### src/rtl/fetch_unit.sv
// -----------------------------------------------------------------------------
// fetch_unit
//   Instruction fetch stage. Holds the program counter, addresses an
//   asynchronous-read instruction ROM and captures each returned word with its
//   PC into a small FIFO. Decode takes the FIFO head over a valid/ready
//   handshake. Branch redirects flush the FIFO and reload the PC. Halt stops new
//   fetches but lets the FIFO drain.
//
// Parameters
//   DEPTH      fetch queue entries (power of two, >= 2)
//   RESET_VEC  PC after reset (bit 0 forced to 0)
//
// Ports
//   clk        clock, rising edge
//   rst_n      asynchronous active-low reset
//   rom_addr   ROM address (always the PC register)
//   rom_data   ROM word for rom_addr, same cycle
//   br_valid   redirect request (single-cycle pulse)
//   br_target  redirect PC (bit 0 forced to 0)
//   halt       level; while high no new fetches are issued
//   if_valid   queue head valid
//   if_instr   queue head instruction (0 when not valid)
//   if_pc      queue head PC (0 when not valid)
//   id_ready   decode accepts the head this cycle
//   fetching   high while the fetch FSM is in RUN
// -----------------------------------------------------------------------------
module fetch_unit #(
  parameter int          DEPTH     = 2,
  parameter logic [15:0] RESET_VEC = 16'h0000
) (
  input  logic        clk,
  input  logic        rst_n,
  output logic [15:0] rom_addr,
  input  logic [15:0] rom_data,
  input  logic        br_valid,
  input  logic [15:0] br_target,
  input  logic        halt,
  output logic        if_valid,
  output logic [15:0] if_instr,
  output logic [15:0] if_pc,
  input  logic        id_ready,
  output logic        fetching
);

  localparam int          AW     = $clog2(DEPTH);
  localparam int          CW     = AW + 1;
  localparam logic [15:0] PC_RST = RESET_VEC & 16'hFFFE;

  typedef enum logic [1:0] {
    IDLE   = 2'd0,
    RUN    = 2'd1,
    HALTED = 2'd2
  } state_t;

  state_t          state_reg, state_next;
  logic [15:0]     pc_reg, pc_next;
  logic [AW-1:0]   head_reg, head_next;
  logic [AW-1:0]   tail_reg, tail_next;
  logic [CW-1:0]   count_reg, count_next;

  logic            pop;
  logic            push;
  logic            redirect;

  logic [15:0]     ent_pc    [DEPTH];
  logic [15:0]     ent_instr [DEPTH];

  // Redirects are only honoured once the FSM has left IDLE.
  assign redirect = br_valid && (state_reg != IDLE);
  assign pop      = if_valid && id_ready;
  // A full queue can still accept a push when the head leaves in the same cycle.
  assign push     = (state_reg == RUN) && !halt && !br_valid &&
                    ((count_reg < CW'(DEPTH)) || pop);

  assign rom_addr = pc_reg;
  assign fetching = (state_reg == RUN);
  assign if_valid = (count_reg != '0);
  assign if_pc    = if_valid ? ent_pc[head_reg]    : 16'h0000;
  assign if_instr = if_valid ? ent_instr[head_reg] : 16'h0000;

  // Queue storage: one register pair per entry, written at the tail on push.
  for (genvar gi = 0; gi < DEPTH; gi++) begin : gen_entry
    logic [15:0] pc_reg_e;
    logic [15:0] instr_reg_e;

    always_ff @(posedge clk or negedge rst_n) begin
      if (!rst_n) begin
        pc_reg_e    <= 16'h0000;
        instr_reg_e <= 16'h0000;
      end else if (push && (tail_reg == AW'(gi))) begin
        pc_reg_e    <= pc_reg;
        instr_reg_e <= rom_data;
      end
    end

    assign ent_pc[gi]    = pc_reg_e;
    assign ent_instr[gi] = instr_reg_e;
  end

  // Next-state logic for the FSM, PC and queue bookkeeping.
  always_comb begin
    state_next = state_reg;
    pc_next    = pc_reg;
    head_next  = head_reg;
    tail_next  = tail_reg;
    count_next = count_reg;

    case (state_reg)
      IDLE:    state_next = RUN;
      RUN:     if (halt && !br_valid) state_next = HALTED;
      HALTED:  if (!halt || br_valid) state_next = RUN;
      default: state_next = IDLE;
    endcase

    if (redirect) begin
      // Flush wins over everything; a concurrent pop is simply absorbed.
      pc_next    = br_target & 16'hFFFE;
      head_next  = '0;
      tail_next  = '0;
      count_next = '0;
    end else begin
      if (push) begin
        pc_next   = pc_reg + 16'd2;
        tail_next = tail_reg + 1'b1;
      end
      if (pop) begin
        head_next = head_reg + 1'b1;
      end
      case ({push, pop})
        2'b10:   count_next = count_reg + 1'b1;
        2'b01:   count_next = count_reg - 1'b1;
        default: count_next = count_reg;
      endcase
    end
  end

  always_ff @(posedge clk or negedge rst_n) begin
    if (!rst_n) begin
      state_reg <= IDLE;
      pc_reg    <= PC_RST;
      head_reg  <= '0;
      tail_reg  <= '0;
      count_reg <= '0;
    end else begin
      state_reg <= state_next;
      pc_reg    <= pc_next;
      head_reg  <= head_next;
      tail_reg  <= tail_next;
      count_reg <= count_next;
    end
  end

endmodule

### config.mk
export PLATFORM = sky130hd
export DESIGN_NAME = fetch_unit
export DESIGN_NICKNAME = d
export VERILOG_FILES = /design/src/rtl/fetch_unit.sv
export SDC_FILE = /design/constraint.sdc
export NUM_CORES = 1
export LEC_CHECK = 0
export ABC_CLOCK_PERIOD_IN_PS = 2000
export BUFFER_PORTS_ARGS = -buffer_cell sky130_fd_sc_hd__buf_4
export CAP_MARGIN = 20
export CORE_ASPECT_RATIO = 1.5
export CORE_UTILIZATION = 25
export CTS_CLUSTER_DIAMETER = 100
export DETAILED_ROUTE_END_ITERATION = 8
export GPL_TIMING_DRIVEN = 1
export PLACE_DENSITY = 0.52
export RECOVER_POWER = 25
export SKIP_LAST_GASP = 1
export SYNTH_ARGS = -nofsm -noshare
export SYNTH_HDL_FRONTEND = slang
export SYNTH_SLANG_ARGS = --single-unit
### constraint.sdc
create_clock -name clk -period 2 [get_ports clk]
set_input_delay 0.2 -clock clk [delete_from_list [all_inputs] [get_ports clk]]
set_output_delay 0.2 -clock clk [all_outputs]
set_load 0.01 [all_outputs]
=== Word-level counts from Yosys, hierarchy flattened ===
Cells that the tools add are included.

* $add $sub $neg: 5
* Reduce and logical (&&, ||, !) cells: 19
* Multiplexer cells: 19
* Order comparisons: 2
* Equal/unequal tests: 6
* Bitwise logic cells: 2

{| class="wikitable"
|+ Operators by type and width
! cell !! count
|-
| 2-to-1 mux 16 bit || 10
|-
| adder 16 x 2 -> 16 bit, second input constant || 1
|-
| logical AND 1 bit || 8
|-
| nonzero test 2 bit || 4
|-
| 2-to-1 mux 2 bit || 3
|-
| case mux 2 bit (3 select lines) || 1
|-
| equality test 2 x 1 -> 1 bit, second input constant || 2
|-
| equality test 2 bit, second input constant || 2
|-
| 2-to-1 mux 1 bit || 4
|-
| case mux 2 bit (2 select lines) || 1
|-
| nonzero test 3 bit || 1
|-
| adder 1 bit, second input constant || 2
|-
| adder 2 x 1 -> 2 bit, second input constant || 1
|-
| greater-or-equal comparator 2 bit, second input constant || 1
|-
| zero test 1 bit || 2
|-
| zero test 2 bit || 1
|-
| logical OR 1 bit || 2
|-
| < comparator 2 bit, second input constant || 1
|-
| != test 2 x 1 -> 1 bit, second input constant || 1
|-
| != test 2 bit, second input constant || 1
|-
| NOT 1 -> 2 bit || 1
|-
| AND reduction 2 bit || 1
|-
| subtractor 2 x 1 -> 2 bit, second input constant || 1
|-
| NOT 1 bit || 1
|}

* Flip-flop bits (word level): 86
* Bits of input ports: 37
* Output and inout bits: 50

=== Longest topological paths before layout ===
* Word-level depth: 7
* Depth in mapped cells: 6
* Gate-level depth less buffers: 5

=== Worst setup path before layout ===
Ideal clock, no wire load.

* Path kind: flip-flop to flip-flop
* From: register state_reg[1]
* To: register gen_entry[0].pc_reg_e[1]
* Required time: 1875 ps
* Buffers on the path: 1
* Cell stages (with the launch flop): 6
* Setup time: 125 ps
* Arrival time: 1771 ps
* Setup slack: 105 ps
* Path through: dfrtp_1 -> nor4b_4 -> nand2_1 -> nor2_2 -> buf_4 -> mux2_2

* Cells in the longest elaborated chain, start to end: 5

{| class="wikitable"
|+ RTL lines
! element !! line !! RTL
|-
| from (decl) || 55 || <nowiki>state_t state_reg, state_next;</nowiki>
|-
| from (signal assigned) || 145 || <nowiki>state_reg <= state_next;</nowiki>
|-
| equality test 2 x 1 -> 1 bit || 72 || <nowiki>assign push = (state_reg == RUN) && !halt && !br_valid &&</nowiki>
|-
| logical AND 1 bit (3 in a row) || 72 ||
|-
| logical AND 1 bit || 90 || <nowiki>end else if (push && (tail_reg == AW'(gi))) begin</nowiki>
|-
| to (signal assigned) || 91 || <nowiki>pc_reg_e <= pc_reg;</nowiki>
|-
| to (decl) || 83 || <nowiki>logic [15:0] pc_reg_e;</nowiki>
|}

No other way between the ends.
A chain may end at the register's enable or synchronous reset.

=== Worst setup path in the final report ===
* From: register state_reg[1]
* To: register count_reg[0]

* Cells in the longest elaborated chain, start to end: 7

{| class="wikitable"
|+ RTL lines
! element !! line !! RTL
|-
| equality test 2 x 1 -> 1 bit || 72 ||
|-
| logical AND 1 bit (3 in a row) || 72 ||
|-
| equality test 2 x 1 -> 1 bit or equality test 2 bit (tied branches) || 129 || <nowiki>case ({push, pop})</nowiki>
|-
| case mux 2 bit (2 select lines) || 129 ||
|-
| 2-to-1 mux 2 bit || 115 || <nowiki>if (redirect) begin</nowiki>
|-
| to (signal assigned) || 149 || <nowiki>count_reg <= count_next;</nowiki>
|-
| to (decl) || 59 || <nowiki>logic [CW-1:0] count_reg, count_next;</nowiki>
|}

Several ways; a longest one is shown, not always the timed one.

==> impl_summary.log <==
[metrics] Critical Path Source Type: register
[metrics] RSZ-0062 raised after global routing: no
[metrics] die area: 16240 um2
[metrics] CP required: 2180 ps
[metrics] Root Driver: sky130_fd_sc_hd__clkbuf_16
[metrics] share of the synthesized area in compound gates (AO/OA/AOI/OAI): 0.04935
[metrics] worst flop-to-flop path endpoint: count_reg[0]
[metrics] largest register by flop count: gen_entry.instr_reg_e
[metrics] setup slack on the worst flop-to-flop path: 130 ps
[metrics] row count: 55
[metrics] Clock Power Share: 0.253
[metrics] summed instance area of the synthesized netlist: 3930 um2
[metrics] switching power as a share of total power: 0.2957
[metrics] Least-Margin Pin Slew: approximately 760 ps
[metrics] worst hold stages: 3
[metrics] synthesis-stage register bit count: 83
[metrics] crit-path cells: or4b_2 > or3_1 > nand2_1 > a221oi_1
[metrics] status: complete, no violations
[metrics] clock-pin slew of the registers on the worst-case setup and hold paths: 60 ps
[metrics] wire length reported by the detailed router: 9.371 mm
[metrics] top cell type by total area after synthesis: sky130_fd_sc_hd__dfrtp_1
[metrics] Worst Setup Path Type: register to register
[metrics] amount of wire on met2 after detailed routing: 4.942 mm
[metrics] biggest fanout along the worst timing path: 7
[metrics] Final Net Count: ~470
[metrics] clock buffers created by TritonCTS: 9
[metrics] family of cells with the greatest summed delay on the critical path: simple AND/OR/NAND/NOR gates
[metrics] proportion of synthesized area in mux cells: 0.2534
[metrics] instance count of the mapped netlist: 335
[metrics] pin count of the biggest net entering global routing: 40
[metrics] number of buffer cells added on primary ports: slightly above 80
[metrics] Post-synth EDFFs: 0
[metrics] initial antenna violation count: 0
[metrics] final setup violation count: 0
[metrics] mean instance size in the synthesized netlist: 11.73 um2
[metrics] detailed-route wire length on metal 1: 3.827 mm
[metrics] Top FF cell, synth: sky130_fd_sc_hd__dfrtp_1
[metrics] simple-gate area share of the yosys netlist: 0.1175
[metrics] worst-case vdd ir drop: 0.0003606 V
[metrics] clock tree from TritonCTS: yes
[metrics] Floorplan Core Area: about 15000 um2
[metrics] commonest cells in the synthesized netlist: sky130_fd_sc_hd__dfrtp_1 (83), sky130_fd_sc_hd__mux2_2 (59), sky130_fd_sc_hd__nor2_1 (44), sky130_fd_sc_hd__mux2i_1 (32), sky130_fd_sc_hd__nand2_1 (18)
[metrics] post-detailed-route via-to-cell ratio: 4.528
[metrics] Max Root-Sink Buffers: 2
[metrics] capture endpoint of the worst hold path: rom_addr[7]
[metrics] total internal power: 4105 uW
[metrics] Crit. End Element: register
[metrics] number of global-route vias before repair: 3047
[metrics] combinational share of power: 0.286
[metrics] Detail Route Antenna Nets: 0
[metrics] wire length on met3: 479 um
[metrics] final estimated routing congestion in global placement: 0.7344
[metrics] die height: around 160 um
[metrics] Initial DRC Count: 88
[metrics] cell count of the worst reg-to-reg path: 4
[metrics] biggest area contributors in the synthesized netlist: sky130_fd_sc_hd__dfrtp_1 (53%), sky130_fd_sc_hd__mux2_2 (17%), sky130_fd_sc_hd__mux2i_1 (8.2%), sky130_fd_sc_hd__nor2_1 (4.2%), sky130_fd_sc_hd__o21ai_0 (1.9%)
[metrics] arrival time worst endpoint: 2050 ps
[metrics] fraction of layout cells with a size suffix above 1: 0.4197
[metrics] worst path buffer plus inverter count: 0
[metrics] Max-cap violations: 0
[metrics] post-synthesis adder-cell area fraction: 0.005731
[metrics] Total Routing Usage GR: 0.1237
[metrics] number of clock sinks seen by CTS: 83
[metrics] Layout Area Growth over Synthesis: 31.17%
[metrics] switching power total: ~1700 uW
[metrics] leakage power of the design: 0.002276 uW
[metrics] xor and xnor fraction of the mapped netlist area: 0.01783
[metrics] HP Class: input port to register
[metrics] Max H-tree Level: 3
[metrics] dominant combinational cell family by area after synthesis: multiplexers
[metrics] vias after detailed routing: 2875
[metrics] portion of synthesized cell area occupied by the leading cell type: 0.5285
[metrics] routed wire length per instance: 14.76 um
[metrics] I/O pin count: 87
[metrics] worst clock skew: 7.150 ps
[metrics] Initial DRT Pass Iterations: 4
[metrics] number of distinct standard cells referenced by the synthesized netlist: 39
[metrics] uppermost metal layer occupied by signal nets: met4
[metrics] register share of total power: 0.461
[metrics] shortest clock period the worst path allows after layout: 1871 ps
[metrics] initial core utilization: 0.2584
[metrics] DRC violation count after routing: 0
[metrics] count of final max-slew check failures: 0
[metrics] sequential share of the synthesized area: 0.5285
[metrics] max reg flops: 32
[metrics] worst hold start: br_target[7]
[metrics] antenna diode instance count: 0
[metrics] clock network latency to the later pin of the worst-skew pair: 330 ps
[metrics] total gr overflow: 0
[metrics] post-DP HPWL: about 6.8 mm
[metrics] power density cells: 1131 nW/um2
[metrics] Final Core Density: 0.3390
[metrics] period utilisation layout: 0.9355
[metrics] final-report hold violation count: 0
[metrics] master of the slowest instance on the critical path: sky130_fd_sc_hd__or4b_2
[metrics] startpoint of the lowest-slack register-to-register path: state_reg[1]
[metrics] relative slew slack: 0.4953
[metrics] total negative slack for setup checks: 0 ps
[metrics] total number of yosys warnings: 0
[metrics] highest achievable clock rate: 0.5345 GHz
[metrics] Max stage delay on crit path: about 770 ps
[metrics] x dimension of the die: ~100 um
[metrics] most instantiated library cell after synthesis: sky130_fd_sc_hd__dfrtp_1
[metrics] fraction of registers with async set/reset: 1.000
[metrics] first-pass GRT wire length: 15.63 mm
[cell type report]
type | count | area (um2)
Clock buffer | 11 | 232.7
Clock inverter | 5 | 30.03
Fill cell | 1557 | 10050
Inverter | 4 | 15.01
Multi-Input combinational cell | 230 | 1764
Sequential cell | 83 | 2078
Tap cell | 199 | 249.0
Timing Repair Buffer | 103 | 785.8
[worst max-delay path by stage]
stage / start / endpoint / cells past startpoint
after floorplan: state_reg[1] / gen_entry[0].pc_reg_e[1] / 5
after global placement: state_reg[1] / rom_addr[11] / 4
after detailed placement: state_reg[1] / rom_addr[11] / 4
after CTS: state_reg[1] / gen_entry[0].instr_reg_e[5] / 5
after global routing: state_reg[1] / rom_addr[11] / 6
final: state_reg[1] / count_reg[0] / 4
[metrics by stage]
step | area, um2 | worst slack (ps) | std cells | hold slack (ps) | power, uW
2_1_floorplan | 3934 | 104.6 | 336 | -95.59 | 3729
3_3_place_gp | 4875 | 42.65 | 615 | 160.4 | 4348
3_5_place_dp | 4875 | 3.704 | 615 | 163.0 | 4427
4_1_cts | 5162 | 62.61 | 634 | 59.47 | 5928
5_1_grt | 5155 | 21.62 | 635 | 72.95 | 6237
6_report | 5155 | 129.0 | 635 | 70.46 | 5828
[timing repair]
action | 4_1_cts | 5_1_grt
pin swaps | 1 | 1
setup buffers | 2 | 1
hold buffers | 1 | 0
resized for setup | 0 | 1
hold endpoints to repair | 28 | 0
endpoints found under the setup margin | 1 | 32
[power groups by stage]
stage | clock network [uW] | registers, uW | logic (uW)
global route | 1580 | 2790 | 1870
global placement | 0 | 2680 | 1660
floorplan | 0 | 2630 | 1100
finish | 1480 | 2690 | 1670
CTS | 1530 | 2690 | 1710
detailed placement | 0 | 2720 | 1700
[per-layer routing]
metal | up-vias | global-route usage
met2 | 69 | 0.2233
li1 | 1369 | -
met3 | 8 | 0.03216
met1 | 1429 | 0.1407
met4 | 0 | 0.04150
met5 | - | 0
[worst reg2reg max path: stages (launching register included)]
cell and delay, ps:
sky130_fd_sc_hd__dfrtp_1 460, sky130_fd_sc_hd__or4b_2 770, sky130_fd_sc_hd__or3_1 350, sky130_fd_sc_hd__nand2_1 70
sky130_fd_sc_hd__a221oi_1 70
[cells in the final DEF (no fill, tap or decap), drive strengths merged, types with 3 or more instances in the layout]
cell and count:
mux2 60, nand2 18, and3 4, nand4 8
a31oi 6, clkbuf 13, o21ai 16, xor2 6
nand3 3, clkinv 3, inv 4, nor2 45
nor2b 3, dfrtp 83, buf 100, or3 5
mux2i 32
[kinds of logic (layout without fill, tap and decap cells)]
family | Yosys count | after routing
DFF | 83 | 83
other | 1 | 2
xor gates and xnor gates | 8 | 8
buffers and inverters | 23 | 123
muxes | 92 | 92
AOI/OAI and AO/OA | 32 | 32
adders and majority gates | 2 | 2
and+or+nand+nor | 94 | 94
No activity file was read; power rests on OpenSTA's default activity.
